## src/rtl/perf_pkg.sv

```systemverilog
// Shared types and helpers for the performance counter report path.
package perf_pkg;

    localparam logic [7:0] PERF_HDR = 8'hA5;

    typedef enum logic [2:0] {
        IDLE,
        HDR,
        PAYLOAD,
        CSUM,
        DONE
    } perf_state_e;

    // Total frame length in bytes: header + two words + checksum.
    function automatic int unsigned frame_len(input int unsigned cnt_w);
        return 2 * (cnt_w / 8) + 2;
    endfunction

    // One step of the running payload checksum.
    function automatic logic [7:0] csum_step(input logic [7:0] acc, input logic [7:0] data);
        return acc ^ data;
    endfunction

endpackage

```

## src/rtl/byte_tx_reg.sv

```systemverilog
// Single-entry valid/ready output register; holds the byte stable until accepted.
module byte_tx_reg (
    input  logic       clk,
    input  logic       rstn,
    input  logic       load_i,
    input  logic [7:0] data_i,
    input  logic       ready_i,
    output logic [7:0] data_o,
    output logic       valid_o
);

    logic [7:0] data_q;
    logic       valid_q;

    // Load a new byte (only when empty or on accept); otherwise drop valid once taken.
    always_ff @(posedge clk) begin
        if (!rstn) begin
            data_q  <= 8'h00;
            valid_q <= 1'b0;
        end else if (load_i) begin
            data_q  <= data_i;
            valid_q <= 1'b1;
        end else if (valid_q && ready_i) begin
            valid_q <= 1'b0;
        end
    end

    assign data_o  = data_q;
    assign valid_o = valid_q;

endmodule

```

## src/rtl/perf_counter_reporter.sv

```systemverilog
// Snapshots the cycle count and reference on trigger and streams them as a framed,
// checksummed byte sequence over a valid/ready link.
module perf_counter_reporter
    import perf_pkg::*;
#(
    parameter int unsigned CNT_W     = 32,
    parameter logic [7:0]  HEADER    = PERF_HDR,
    parameter bit          LSB_FIRST = 1'b1
) (
    input  logic             clk,
    input  logic             rstn,
    input  logic             trigger,
    input  logic [CNT_W-1:0] counter,
    input  logic [CNT_W-1:0] counter_value_reference,
    output logic [7:0]       tx_data,
    output logic             tx_valid,
    input  logic             tx_ready,
    output logic             busy,
    output logic             frame_done
);

    localparam int unsigned NB    = CNT_W / 8;
    localparam int unsigned NPAY  = frame_len(CNT_W) - 2;
    localparam int unsigned IDX_W = $clog2(NPAY);

    perf_state_e      state_q, state_d;
    logic [CNT_W-1:0] cnt_q, cnt_d;
    logic [CNT_W-1:0] rf_q, rf_d;
    logic [IDX_W-1:0] idx_q, idx_d;
    logic [7:0]       csum_q, csum_d;
    logic             busy_q, busy_d;
    logic             done_q, done_d;

    logic             hs_c;
    logic             load_c;
    logic [7:0]       load_data_c;

    // Byte idx of {counter, reference}, each word ordered by LSB_FIRST.
    function automatic logic [7:0] payload_byte(input logic [CNT_W-1:0] cnt_w,
                                                input logic [CNT_W-1:0] rf_w,
                                                input logic [IDX_W-1:0] idx);
        logic [CNT_W-1:0] word;
        logic [IDX_W-1:0] pos;
        if (idx < IDX_W'(NB)) begin
            word = cnt_w;
            pos  = idx;
        end else begin
            word = rf_w;
            pos  = IDX_W'(idx - IDX_W'(NB));
        end
        if (!LSB_FIRST) begin
            pos = IDX_W'(IDX_W'(NB - 1) - pos);
        end
        return 8'(word >> {pos, 3'b000});
    endfunction

    assign hs_c = tx_valid && tx_ready;

    // State, snapshot and status registers.
    always_ff @(posedge clk) begin
        if (!rstn) begin
            state_q <= IDLE;
            cnt_q   <= '0;
            rf_q    <= '0;
            idx_q   <= '0;
            csum_q  <= 8'h00;
            busy_q  <= 1'b0;
            done_q  <= 1'b0;
        end else begin
            state_q <= state_d;
            cnt_q   <= cnt_d;
            rf_q    <= rf_d;
            idx_q   <= idx_d;
            csum_q  <= csum_d;
            busy_q  <= busy_d;
            done_q  <= done_d;
        end
    end

    // Frame sequencing; each handshake loads the next byte into the output register.
    always_comb begin
        state_d     = state_q;
        cnt_d       = cnt_q;
        rf_d        = rf_q;
        idx_d       = idx_q;
        csum_d      = csum_q;
        busy_d      = busy_q;
        done_d      = 1'b0;
        load_c      = 1'b0;
        load_data_c = 8'h00;

        case (state_q)
            IDLE, DONE: begin
                busy_d  = 1'b0;
                state_d = IDLE;
                if (trigger) begin
                    cnt_d       = counter;
                    rf_d        = counter_value_reference;
                    csum_d      = 8'h00;
                    idx_d       = '0;
                    busy_d      = 1'b1;
                    load_c      = 1'b1;
                    load_data_c = HEADER;
                    state_d     = HDR;
                end
            end
            HDR: begin
                if (hs_c) begin
                    idx_d       = '0;
                    load_c      = 1'b1;
                    load_data_c = payload_byte(cnt_q, rf_q, '0);
                    state_d     = PAYLOAD;
                end
            end
            PAYLOAD: begin
                if (hs_c) begin
                    csum_d = csum_step(csum_q, tx_data);
                    load_c = 1'b1;
                    if (idx_q == IDX_W'(NPAY - 1)) begin
                        load_data_c = csum_d;
                        state_d     = CSUM;
                    end else begin
                        idx_d       = IDX_W'(idx_q + 1'b1);
                        load_data_c = payload_byte(cnt_q, rf_q, IDX_W'(idx_q + 1'b1));
                    end
                end
            end
            CSUM: begin
                if (hs_c) begin
                    busy_d  = 1'b0;
                    done_d  = 1'b1;
                    state_d = DONE;
                end
            end
            default: begin
                state_d = IDLE;
            end
        endcase
    end

    byte_tx_reg u_tx (
        .clk    (clk),
        .rstn   (rstn),
        .load_i (load_c),
        .data_i (load_data_c),
        .ready_i(tx_ready),
        .data_o (tx_data),
        .valid_o(tx_valid)
    );

    assign busy       = busy_q;
    assign frame_done = done_q;

endmodule

```

## config.mk

```make
export PLATFORM = sky130hd
export DESIGN_NAME = perf_counter_reporter
export DESIGN_NICKNAME = d
export VERILOG_FILES = /design/src/rtl/perf_pkg.sv /design/src/rtl/byte_tx_reg.sv /design/src/rtl/perf_counter_reporter.sv
export SDC_FILE = /design/constraint.sdc
export NUM_CORES = 1
export LEC_CHECK = 0
export ABC_AREA = 1
export CAP_MARGIN = 20
export CORE_MARGIN = 2
export CORE_UTILIZATION = 50
export CTS_CLUSTER_DIAMETER = 60
export DETAILED_ROUTE_END_ITERATION = 7
export PLACE_DENSITY = 0.78
export SYNTH_ARGS = -nofsm -noshare
export SYNTH_HDL_FRONTEND = slang
export SYNTH_SLANG_ARGS = --single-unit
```

## constraint.sdc

```tcl
create_clock -name clk -period 2.05 [get_ports clk]
set_clock_uncertainty 0.1 [all_clocks]
set_input_delay 0.3075 -clock clk [delete_from_list [all_inputs] [get_ports clk]]
set_output_delay 0.3075 -clock clk [all_outputs]
set_load 0.05 [all_outputs]
```

==> flow_summary.yaml <==
placed_design:
  dpl.hpwl_um: 7500
  gp_congestion: 0.884
  portBuffers: 78
cts:
  cts.sinks: 89
  cts_inserted_buffers: 9
  cts_setup_buffers: 0
  root_buffer: "clkbuf_8"
  clkLatencyLatePin_ns: 0.35
  h-tree-depth: 3
  cts_buffer_depth: 2
  cts_tree: "yes"
  clk_pin_slew_worst_paths_ns: 0.09
run_status:
  status: "finished clean"
sta:
  fin_tns_setup_ns: 0
  slew_viol_final: 0
  slew-limit-headroom_pct: 66.9
  rsz0062_at_grt: "no"
  setup_viol: 0
  fmax_mhz: 507
  tightestPinTransition_ns: 0.494
  hold_viol: 0
  fin_crit_ns: 1.97
  post-route-period-util_pct: 96.3
routing:
  vias: 3958
  routed_wl_um: 10400
  drtAntennaViolNets: 0
  drc: 0
  vias_per_cell: 5.18
  post_drt_wl_per_cell_um: 13.6
  first_pass_iters: 5
  drtIter0Drc: 252
synth:
  synth_area_leaders: "dfxtp_1 (45%), nor2_1 (13%), nand2_1 (12%)"
  yosysUniqueCellTypes: 26
  syn_area_per_cell_um2: 6.81
  synthCells: 588
  synth.largest_area_cell: "dfxtp_1"
  synth_top_area_share_pct: 44.5
  syn-cell-area_um2: 4000
  synth.net_count: 658
  ys_seq_elements: 89
  yosysSeqAreaShare_pct: 44.5
  synth_warnings: 0
floorplanning:
  core_um2: 7730
  ios: 79
  rows: 32
  start_util_pct: 51.8
  die_width_um: 93.5
  dieArea_um2: 8740
  die-height_um: 93.5
global_route:
  use_met3_pct: 4.35
  grt_overflow: 0
  use_met2_pct: 37.8
  top_usage_layer: "met2"
  grt_pass1_wl_um: 17700
  grt_pass1_vias: 3798
  grt_max_degree: 48
  grt_util_met1_pct: 36.5
  antenna_found_initial: 0
  grtUsageTotal_pct: 25.3
cells_and_area:
  finish.utilization_pct: 66.6
  diodes: 0
  drive_gt1_share_pct: 8.01
  synthToLayoutAreaGrowth_pct: 28.6
  nets: 727
worst_setup_path:
  critPathLaunchType: "register"
  cp_num_cells: 1
  critPathSlowestCell: "clkdlybuf4s50_1"
  worstPathArrival_ns: 1.57
  worstRegToRegCells: 12
  cp-end-kind: "output pin"
  crit_family: "buffers and inverters"
  critPathRequiredTime_ns: 1.64
  crit_chain: "clkdlybuf4s50_1"
  critical-path-max-stage-delay_ns: 0.82
  crit_buf_inv: 1
  critPathMaxFanout: 3
  critPathKind: "reg -> out"
run:
  maxCapViolations: 0
power:
  cellPowerDensity_nw_per_um2: 1220
  p_comb_share_pct: 43.2
  power_switching_mw: 2.62
  p_int_mw: 3.65
  peakVddDrop_mv: 0.495
  pwr-share-seq_pct: 38.6
  power_frac_clock_pct: 18.3
  power.leakage_nw: 2.12
  switching_share_pct: 41.8
hold_path:
  min_path_cells: 2
  hold_class: "reg -> reg"
[layout make-up]
type | instances | area (um^2)
fill | 681 | 2580
multi-input combinational | 447 | 2020
sequential | 89 | 1780
timing repair buffer | 96 | 978
clock buffer | 11 | 151
tap | 102 | 128
inverter | 14 | 52.6
clock inverter | 5 | 37.5
[registers in the layout, indices dropped and copies added, names as in the netlist]
signal	count
cnt_q	32
busy	1
frame_done	1
idx_q	3
rf_q	32
state_q	3
u_tx.data_o	8
csum_q	8
u_tx.valid_o	1
[power by group through the flow]
| stage | sequential [mW] | combinational (mW) | clock, mW |
|---|---|---|---|
| global placement | 2.45 | 2.63 | 0 |
| floorplan | 2.48 | 1.87 | 0 |
| finish | 2.42 | 2.71 | 1.15 |
| global route | 2.47 | 3.11 | 1.22 |
| CTS | 2.42 | 2.68 | 1.16 |
| detailed placement | 2.45 | 2.67 | 0 |
[per-layer routing]
metal | up-vias | wire, um
met1 | 1788 | 5170
li1 | 2034 | -
met2 | 121 | 4500
met3 | 15 | 549
met5 | - | 0
met4 | 0 | 167
[metrics by stage]
| step | std cells | worst slack, ns | power, mW | hold WS [ns] | instance area [um^2] |
|---|---|---|---|---|---|
| after floorplan | 588 | 0.227 | 4.35 | 0.347 | 4000 |
| final | 764 | 0.0768 | 6.28 | 0.381 | 5150 |
| after global placement | 747 | 0.156 | 5.08 | 0.357 | 4910 |
| after CTS | 763 | 0.0587 | 6.26 | 0.381 | 5100 |
| after global routing | 764 | 0.000590 | 6.79 | 0.410 | 5150 |
| after detailed placement | 747 | 0.124 | 5.12 | 0.369 | 4910 |
[synthesized netlist by cell type, drive strengths merged]
master,n
buf,19
nor3,1
dfxtp,89
nand3b,1
o21ai,68
clkinv,1
clkbuf,19
a21oi,27
nand4,1
o211ai,1
xor2,8
inv,13
nand3,66
nor2,135
nand2,136
ha,2
o211a,1
[final timing paths]
check,start,to,slack [ns]
max reg2reg,idx_q[0],u_tx.data_o[2],0.09
min,csum_q[0],csum_q[0],0.38
max,u_tx.data_o[1],tx_data[1],0.08
min reg2reg,csum_q[0],csum_q[0],0.38
[worst min-delay path: stages, from the launching register on]
cell and delay [ns]:
dfxtp_1 0.33, nand2_1 0.06, a21oi_1 0.05
[layout by cell type (no fill, tap or decap), types with 3 or more instances in the layout]
cell / instances
inv_2: 8
buf_4: 13
nand3_1: 66
buf_12: 3
nand2_2: 3
inv_1: 5
clkdlybuf4s50_1: 78
xor2_1: 8
nand2_1: 132
a21oi_1: 25
clkbuf_8: 11
dfxtp_1: 89
nor2_1: 134
o21ai_1: 8
o21ai_0: 59
[what timing repair did]
action,4_1_cts,5_1_grt
setup endpoints to repair,0,8
hold buffers,0,0
gates resized for setup,0,5
[kinds of logic after synthesis]
kind of cell	share of synthesized area, %
xor+xnor	1.75
fa+ha+maj	0.625
flops	44.5
simple gates	34.8
buf+inv	5.47
compound gates	12.8
Note: power is estimated with default switching activity, not from simulation.
